==> src/rtl/kronos_pkg.sv <==
// Shared types and constants for the kronos issue scheduler and permutation datapath.
package kronos_pkg;

  localparam int SCHED_ID_W = 4;
  localparam int SCHED_OP_W = 2;

  localparam logic [SCHED_OP_W-1:0] KRONOS_OP_ROTL = 2'd0;
  localparam logic [SCHED_OP_W-1:0] KRONOS_OP_ROTR = 2'd1;
  localparam logic [SCHED_OP_W-1:0] KRONOS_OP_REV  = 2'd2;
  localparam logic [SCHED_OP_W-1:0] KRONOS_OP_SWAP = 2'd3;

  typedef enum logic [1:0] {
    IDLE,
    START,
    BUSY,
    RESP
  } sched_state_e;

  typedef struct packed {
    logic                  valid;
    logic                  committed;
    logic                  killed;
    logic [SCHED_ID_W-1:0] id;
    logic [4:0]            rd;
    logic [SCHED_OP_W-1:0] op;
    logic                  we;
  } sched_entry_t;

endpackage

==> src/rtl/kronos_sched_table.sv <==
// In-order slot table: circular FIFO of issued instructions with a parallel commit-id match.
module kronos_sched_table
  import kronos_pkg::*;
#(
  parameter int DEPTH = 4,
  parameter int ID_W  = SCHED_ID_W,
  parameter int OP_W  = SCHED_OP_W,
  localparam int PTR_W = $clog2(DEPTH)
) (
  input  logic             clk_i,
  input  logic             rst_ni,
  input  logic             push_i,
  input  logic [ID_W-1:0]  issue_id_i,
  input  logic [4:0]       issue_rd_i,
  input  logic [OP_W-1:0]  issue_op_i,
  input  logic             issue_we_i,
  input  logic             commit_valid_i,
  input  logic [ID_W-1:0]  commit_id_i,
  input  logic             commit_kill_i,
  input  logic             pop_i,
  output sched_entry_t     head_o,
  output logic [PTR_W:0]   count_o
);

  sched_entry_t     r_slot [DEPTH];
  logic [PTR_W-1:0] r_head;
  logic [PTR_W-1:0] r_tail;
  logic [PTR_W:0]   r_count;
  logic             w_new_match;
  sched_entry_t     w_new;

  // A commit racing the issue of the same id must land on the slot being written.
  assign w_new_match = commit_valid_i && (commit_id_i == issue_id_i);

  always_comb begin
    w_new           = '0;
    w_new.valid     = 1'b1;
    w_new.committed = w_new_match;
    w_new.killed    = w_new_match && commit_kill_i;
    w_new.id        = SCHED_ID_W'(issue_id_i);
    w_new.rd        = issue_rd_i;
    w_new.op        = SCHED_OP_W'(issue_op_i);
    w_new.we        = issue_we_i;
  end

  always_ff @(posedge clk_i or negedge rst_ni) begin
    if (!rst_ni) begin
      for (int i = 0; i < DEPTH; i++) r_slot[i] <= '0;
      r_head  <= '0;
      r_tail  <= '0;
      r_count <= '0;
    end else begin
      for (int i = 0; i < DEPTH; i++) begin
        if (push_i && (r_tail == PTR_W'(i))) begin
          r_slot[i] <= w_new;
        end else if (pop_i && (r_head == PTR_W'(i))) begin
          r_slot[i].valid <= 1'b0;
        end else if (commit_valid_i && r_slot[i].valid && !r_slot[i].committed &&
                     (r_slot[i].id == SCHED_ID_W'(commit_id_i))) begin
          r_slot[i].committed <= 1'b1;
          r_slot[i].killed    <= commit_kill_i;
        end
      end
      if (push_i) r_tail <= r_tail + 1'b1;
      if (pop_i)  r_head <= r_head + 1'b1;
      case ({push_i, pop_i})
        2'b10:   r_count <= r_count + 1'b1;
        2'b01:   r_count <= r_count - 1'b1;
        default: r_count <= r_count;
      endcase
    end
  end

  assign head_o  = r_slot[r_head];
  assign count_o = r_count;

endmodule

==> src/rtl/kronos_issue_sched.sv <==
// Issue scheduler: launches committed instructions on the kronos datapath and returns results in order.
// Optional macro KRONOS_SCHED_PERF_EN adds saturating issue/kill/stall counters.
module kronos_issue_sched
  import kronos_pkg::*;
#(
  parameter int DEPTH = 4,
  parameter int ID_W  = 4,
  parameter int OP_W  = 2
) (
  input  logic             clk_i,
  input  logic             rst_ni,
  input  logic             issue_valid_i,
  output logic             issue_ready_o,
  input  logic [ID_W-1:0]  issue_id_i,
  input  logic [4:0]       issue_rd_i,
  input  logic [OP_W-1:0]  issue_op_i,
  input  logic             issue_we_i,
  input  logic             commit_valid_i,
  input  logic [ID_W-1:0]  commit_id_i,
  input  logic             commit_kill_i,
  output logic             dp_start_o,
  output logic [OP_W-1:0]  dp_op_o,
  input  logic             dp_done_i,
  output logic             result_valid_o,
  input  logic             result_ready_i,
  output logic [ID_W-1:0]  result_id_o,
  output logic [4:0]       result_rd_o,
  output logic             result_we_o,
  output logic             busy_o
`ifdef KRONOS_SCHED_PERF_EN
  ,
  output logic [31:0]      perf_issued_o,
  output logic [31:0]      perf_killed_o,
  output logic [31:0]      perf_stall_o
`endif
);

  localparam int PTR_W = $clog2(DEPTH);

  sched_state_e   r_state;
  sched_entry_t   w_head;
  logic [PTR_W:0] w_count;
  logic           w_push;
  logic           w_pop;
  logic           w_head_kill;
  logic           w_head_go;
  logic           r_dp_start;
  logic [OP_W-1:0] r_dp_op;
  logic           r_result_valid;
  logic [ID_W-1:0] r_result_id;
  logic [4:0]     r_result_rd;
  logic           r_result_we;

  assign issue_ready_o = w_count < (PTR_W+1)'(DEPTH);
  assign w_push        = issue_valid_i && issue_ready_o;
  assign w_head_kill   = (r_state == IDLE) && w_head.valid && w_head.committed && w_head.killed;
  assign w_head_go     = (r_state == IDLE) && w_head.valid && w_head.committed && !w_head.killed;
  assign w_pop         = w_head_kill || ((r_state == RESP) && result_ready_i);

  kronos_sched_table #(
    .DEPTH (DEPTH),
    .ID_W  (ID_W),
    .OP_W  (OP_W)
  ) u_table (
    .clk_i          (clk_i),
    .rst_ni         (rst_ni),
    .push_i         (w_push),
    .issue_id_i     (issue_id_i),
    .issue_rd_i     (issue_rd_i),
    .issue_op_i     (issue_op_i),
    .issue_we_i     (issue_we_i),
    .commit_valid_i (commit_valid_i),
    .commit_id_i    (commit_id_i),
    .commit_kill_i  (commit_kill_i),
    .pop_i          (w_pop),
    .head_o         (w_head),
    .count_o        (w_count)
  );

  // The launch pulse is raised on entry to START so it coincides with that state.
  always_ff @(posedge clk_i or negedge rst_ni) begin
    if (!rst_ni) begin
      r_state        <= IDLE;
      r_dp_start     <= 1'b0;
      r_dp_op        <= '0;
      r_result_valid <= 1'b0;
      r_result_id    <= '0;
      r_result_rd    <= '0;
      r_result_we    <= 1'b0;
    end else begin
      r_dp_start <= 1'b0;
      case (r_state)
        IDLE: begin
          if (w_head_go) begin
            r_state    <= START;
            r_dp_start <= 1'b1;
            r_dp_op    <= OP_W'(w_head.op);
          end
        end
        START: r_state <= BUSY;
        BUSY: begin
          if (dp_done_i) begin
            r_state        <= RESP;
            r_result_valid <= 1'b1;
            r_result_id    <= ID_W'(w_head.id);
            r_result_rd    <= w_head.rd;
            r_result_we    <= w_head.we;
          end
        end
        RESP: begin
          if (result_ready_i) begin
            r_state        <= IDLE;
            r_result_valid <= 1'b0;
          end
        end
        default: r_state <= IDLE;
      endcase
    end
  end

  assign dp_start_o     = r_dp_start;
  assign dp_op_o        = r_dp_op;
  assign result_valid_o = r_result_valid;
  assign result_id_o    = r_result_id;
  assign result_rd_o    = r_result_rd;
  assign result_we_o    = r_result_we;
  assign busy_o         = (w_count != '0) || (r_state != IDLE);

`ifdef KRONOS_SCHED_PERF_EN
  logic [31:0] r_perf_issued;
  logic [31:0] r_perf_killed;
  logic [31:0] r_perf_stall;

  always_ff @(posedge clk_i or negedge rst_ni) begin
    if (!rst_ni) begin
      r_perf_issued <= '0;
      r_perf_killed <= '0;
      r_perf_stall  <= '0;
    end else begin
      if (w_push && (r_perf_issued != '1)) r_perf_issued <= r_perf_issued + 32'd1;
      if (w_head_kill && (r_perf_killed != '1)) r_perf_killed <= r_perf_killed + 32'd1;
      if (issue_valid_i && !issue_ready_o && (r_perf_stall != '1)) r_perf_stall <= r_perf_stall + 32'd1;
    end
  end

  assign perf_issued_o = r_perf_issued;
  assign perf_killed_o = r_perf_killed;
  assign perf_stall_o  = r_perf_stall;
`endif

endmodule

==> config.mk <==
export PLATFORM = sky130hd
export DESIGN_NAME = kronos_issue_sched
export DESIGN_NICKNAME = d
export VERILOG_FILES = /design/src/rtl/kronos_pkg.sv /design/src/rtl/kronos_sched_table.sv /design/src/rtl/kronos_issue_sched.sv
export SDC_FILE = /design/constraint.sdc
export NUM_CORES = 1
export LEC_CHECK = 0
export ABC_CLOCK_PERIOD_IN_PS = 6600
export BUFFER_PORTS_ARGS = -buffer_cell sky130_fd_sc_hd__buf_4
export CORE_UTILIZATION = 30
export CTS_CLUSTER_DIAMETER = 100
export DETAILED_ROUTE_END_ITERATION = 8
export GPL_TIMING_DRIVEN = 0
export PLACE_DENSITY = 0.57
export SETUP_SLACK_MARGIN = 0.5
export SYNTH_ARGS = -nofsm -noshare
export SYNTH_HDL_FRONTEND = slang
export SYNTH_SLANG_ARGS = --single-unit
export TNS_END_PERCENT = 5
==> constraint.sdc <==
create_clock -name clk_i -period 6.6 [get_ports clk_i]
set_clock_uncertainty 0.1 [all_clocks]
set_input_delay 0.66 -clock clk_i [delete_from_list [all_inputs] [get_ports clk_i]]
set_output_delay 0.66 -clock clk_i [all_outputs]
set_load 0.05 [all_outputs]
==> impl_metrics.py <==
metrics = {
    "outcome": {
        "run_status": "complete, no violations",
    },
    "setup_path": {
        "cp_common_cell": "inv_1",
        "cp_cell_sequence": "buf_6 -> nand3_1 -> a2111oi_2 -> nor3_1 -> inv_1 -> ha_1 -> inv_1 -> fa_1 -> xor2_1 -> nor2_1 -> xnor2_1",
        "start_kind": "flip-flop",
        "r2r_slack_ns": 3.63,
        "cp.arrival_ns": 3.14,
        "cp_max_fo": 10,
        "worstPathRequired_ns": 6.77,
        "endpoint_kind": "flip-flop",
        "crit_slowest_cell": "a2111oi_2",
        "cpPeakStageDelay_ns": 0.57,
        "crit_end": "u_table.count_o[2]",
        "timing.rr.end": "u_table.count_o[2]",
        "timing.rr.start": "u_table.r_head[0]",
        "critPathLaunch": "u_table.r_head[0]",
        "crit_type": "reg2reg",
        "r2r_cells": 11,
    },
    "synth": {
        "synthDistinctLibCells": 35,
        "syn_area_per_cell_um2": 13.3,
        "mappedNetlistArea_um2": 4130,
        "synth_most_common_cell": "dfrtp_1",
        "synthArstFlopShare": 1.00,
        "synth-seq-cells": 83,
        "syn_inst": 310,
        "ys_seq_area_frac": 0.503,
        "netlist.area_leader.share": 0.503,
        "synth_edf_count": 0,
        "synth_flop_cell": "dfrtp_1",
        "synthTopCellsByCount": "83 x dfrtp_1, 61 x mux2_2, 26 x inv_1",
        "synth_top_area_cell": "dfrtp_1",
        "syn_nets": 347,
        "yosysWarningCount": 0,
        "synth.area.top_cells": "dfrtp_1 50%, mux2_2 17%, mux4_2 4.9%",
    },
    "pwr": {
        "p_int_mw": 1.59,
        "ir_drop_v": 0.000233,
        "pwr-share-comb": 0.435,
        "p_leak_nw": 2.25,
        "seqPwrFrac": 0.368,
        "swShare": 0.370,
        "power.share.clock": 0.197,
        "powerDensity_nw_per_um2": 515,
        "switching_power_uw": 933,
    },
    "timing": {
        "min_period_ns": 2.97,
        "setup_viol": 0,
        "timing.fmax_mhz": 337,
        "slew_violations": 0,
        "hold_ws_ns": 0.378,
        "slew-limit-headroom": 0.118,
        "finalHoldViolCount": 0,
        "setup_ws_ns": 3.63,
        "period_share": 0.450,
        "rsz0062_at_grt": "no",
        "tightestPinTransition_ns": 1.31,
        "setup-tns-final_ns": 0,
    },
    "detailed_routing": {
        "via_per_inst": 4.68,
        "ant_nets": 0,
        "firstDrtPassIters": 4,
        "wirelength_mm": 8.92,
        "first_iter_violations": 91,
        "vias": 2504,
        "wl_per_cell_um": 16.7,
        "drc_errors": 0,
    },
    "worst_hold_path": {
        "worstHoldPathType": "reg2reg",
        "min_from": "u_table.count_o[0]",
    },
    "placement": {
        "io_buffers": 34,
        "dp_hpwl_mm": 6.13,
        "place_inst": 520,
        "gp_congestion": 0.755,
        "pre_cts_ws_ns": 3.67,
    },
    "layout": {
        "num_antenna_cells": 0,
        "final_cells": 535,
        "nFillCells": 1346,
        "multi_input_area_um2": 1900,
        "syn_to_final_growth_pct": 18.5,
        "fin_util": 0.367,
        "ff_latch_area_um2": 2080,
        "nets": 392,
        "drive_gt1_frac": 0.365,
    },
    "global_route": {
        "grt_max_degree": 84,
        "grt_pass1_wl_mm": 14.5,
        "antenna_found_initial": 0,
        "grt_pass1_vias": 2694,
        "grt_overflow": 0,
        "grtUsageTotal": 0.136,
    },
    "clocking": {
        "cts_root_buffer": "clkbuf_16",
        "clk_latency_ns": 0.34,
        "clock_path_buffers": 2,
        "clock-sinks": 83,
        "postCtsSetupRepairBufs": 0,
        "path_clk_slew_ns": 0.06,
        "cts_htree_levels": 3,
        "cts_made_buffers": 9,
        "cts_tree": "built",
        "cts_resized": 0,
        "ctsHoldBuffers": 0,
    },
    "run": {
        "maxCapViolCount": 0,
    },
    "floorplanning": {
        "start_util": 0.310,
        "die-height_um": 119,
        "die_w_um": 119,
        "num_rows": 42,
        "core_um2": 13300,
        "design.die.area_um2": 14200,
        "io_pins": 39,
    },
}
[logic make-up after synthesis]
logic type | share of synthesized area
mux | 0.263
flops | 0.503
simple gates | 0.0475
buf+inv | 0.0379
compound gates | 0.0518
xor+xnor | 0.0530
fa+ha+maj | 0.0442
[cells in the final DEF, fill, tap and decap left out, types with 2 or more instances in the layout]
cell       synthesis  layout
dfrtp_1           83      83
mux2_2            61      61
buf_4              0      34
inv_1             26      26
nand2_1           17      17
xor2_1            16      16
ha_1              13      13
mux4_2             9       9
xnor2_1            9       9
clkbuf_16          0       9
mux2i_1            8       8
clkbuf_1           7       7
o21ai_0            7       7
nor2_1             6       6
nor3_1             5       5
o31ai_1            4       4
and4_1             4       4
a21oi_1            4       4
buf_1              3       3
a32oi_2            3       3
mux4_1             3       3
buf_2              2       2
nand3_1            2       2
nand3b_1           2       2
a2111oi_2          2       2
a211oi_2           2       2
mux2_1             2       2
clkinv_2           0       2
[stage by stage]
step                      instance area [um2]  power [mW]
after floorplan                          4130        1.75
after global placement                   4610        2.01
after detailed placement                 4610        2.05
after CTS                                4900        2.56
after global routing                     4900        2.69
final                                    4900        2.52
[layer usage]
layer | track usage | vias up | routed length (um)
met1 | 0.172 | 1272 | 4090
met5 | 0 | - | 0
met2 | 0.218 | 41 | 4310
met3 | 0.0388 | 14 | 329
li1 | - | 1177 | -
met4 | 0.0555 | 0 | 197
[worst max-delay path: cells and delay by family, from the launching register on]
kind | cells | cell delay (ns)
DFF | 1 | 0.49
xor gates and xnor gates | 2 | 0.27
buffers and inverters | 3 | 0.40
and+or+nand+nor | 3 | 0.50
AOI/OAI and AO/OA | 1 | 0.57
adders and majority gates | 2 | 0.56
[final cells by class]
class / count / share of cell area
sequential: 83 / 0.424
multi-input combinational: 188 / 0.388
timing repair buffer: 34 / 0.0521
clock buffer: 9 / 0.0460
tap: 176 / 0.0450
inverter: 26 / 0.0199
clock inverter: 6 / 0.0133
buffer: 13 / 0.0120
[worst min-delay path by stage]
stage / endpoint / depth (start not counted)
5_1_grt: u_table.count_o[0] / 1
4_1_cts: u_table.count_o[0] / 1
3_5_place_dp: u_table.count_o[0] / 1
3_3_place_gp: u_table.count_o[0] / 1
6_report: u_table.count_o[0] / 1
2_1_floorplan: dp_op_o[0] / 0
[registers in the layout, summed over array words and instances, names as in the netlist]
signal	flops
u_table.r_slot	60
result_rd_o	5
result_id_o	4
u_table.count_o	3
dp_op_o	2
r_state	2
u_table.r_head	2
u_table.r_tail	2
dp_start_o	1
result_valid_o	1
result_we_o	1
[power by group through the flow]
stage | clock network, mW | logic [mW] | registers, mW
CTS | 0.512 | 1.11 | 0.931
finish | 0.497 | 1.10 | 0.929
detailed placement | 0 | 1.11 | 0.939
global route | 0.529 | 1.19 | 0.965
floorplan | 0 | 0.716 | 1.03
global placement | 0 | 1.09 | 0.923
No activity file was read; power rests on OpenSTA's default activity.
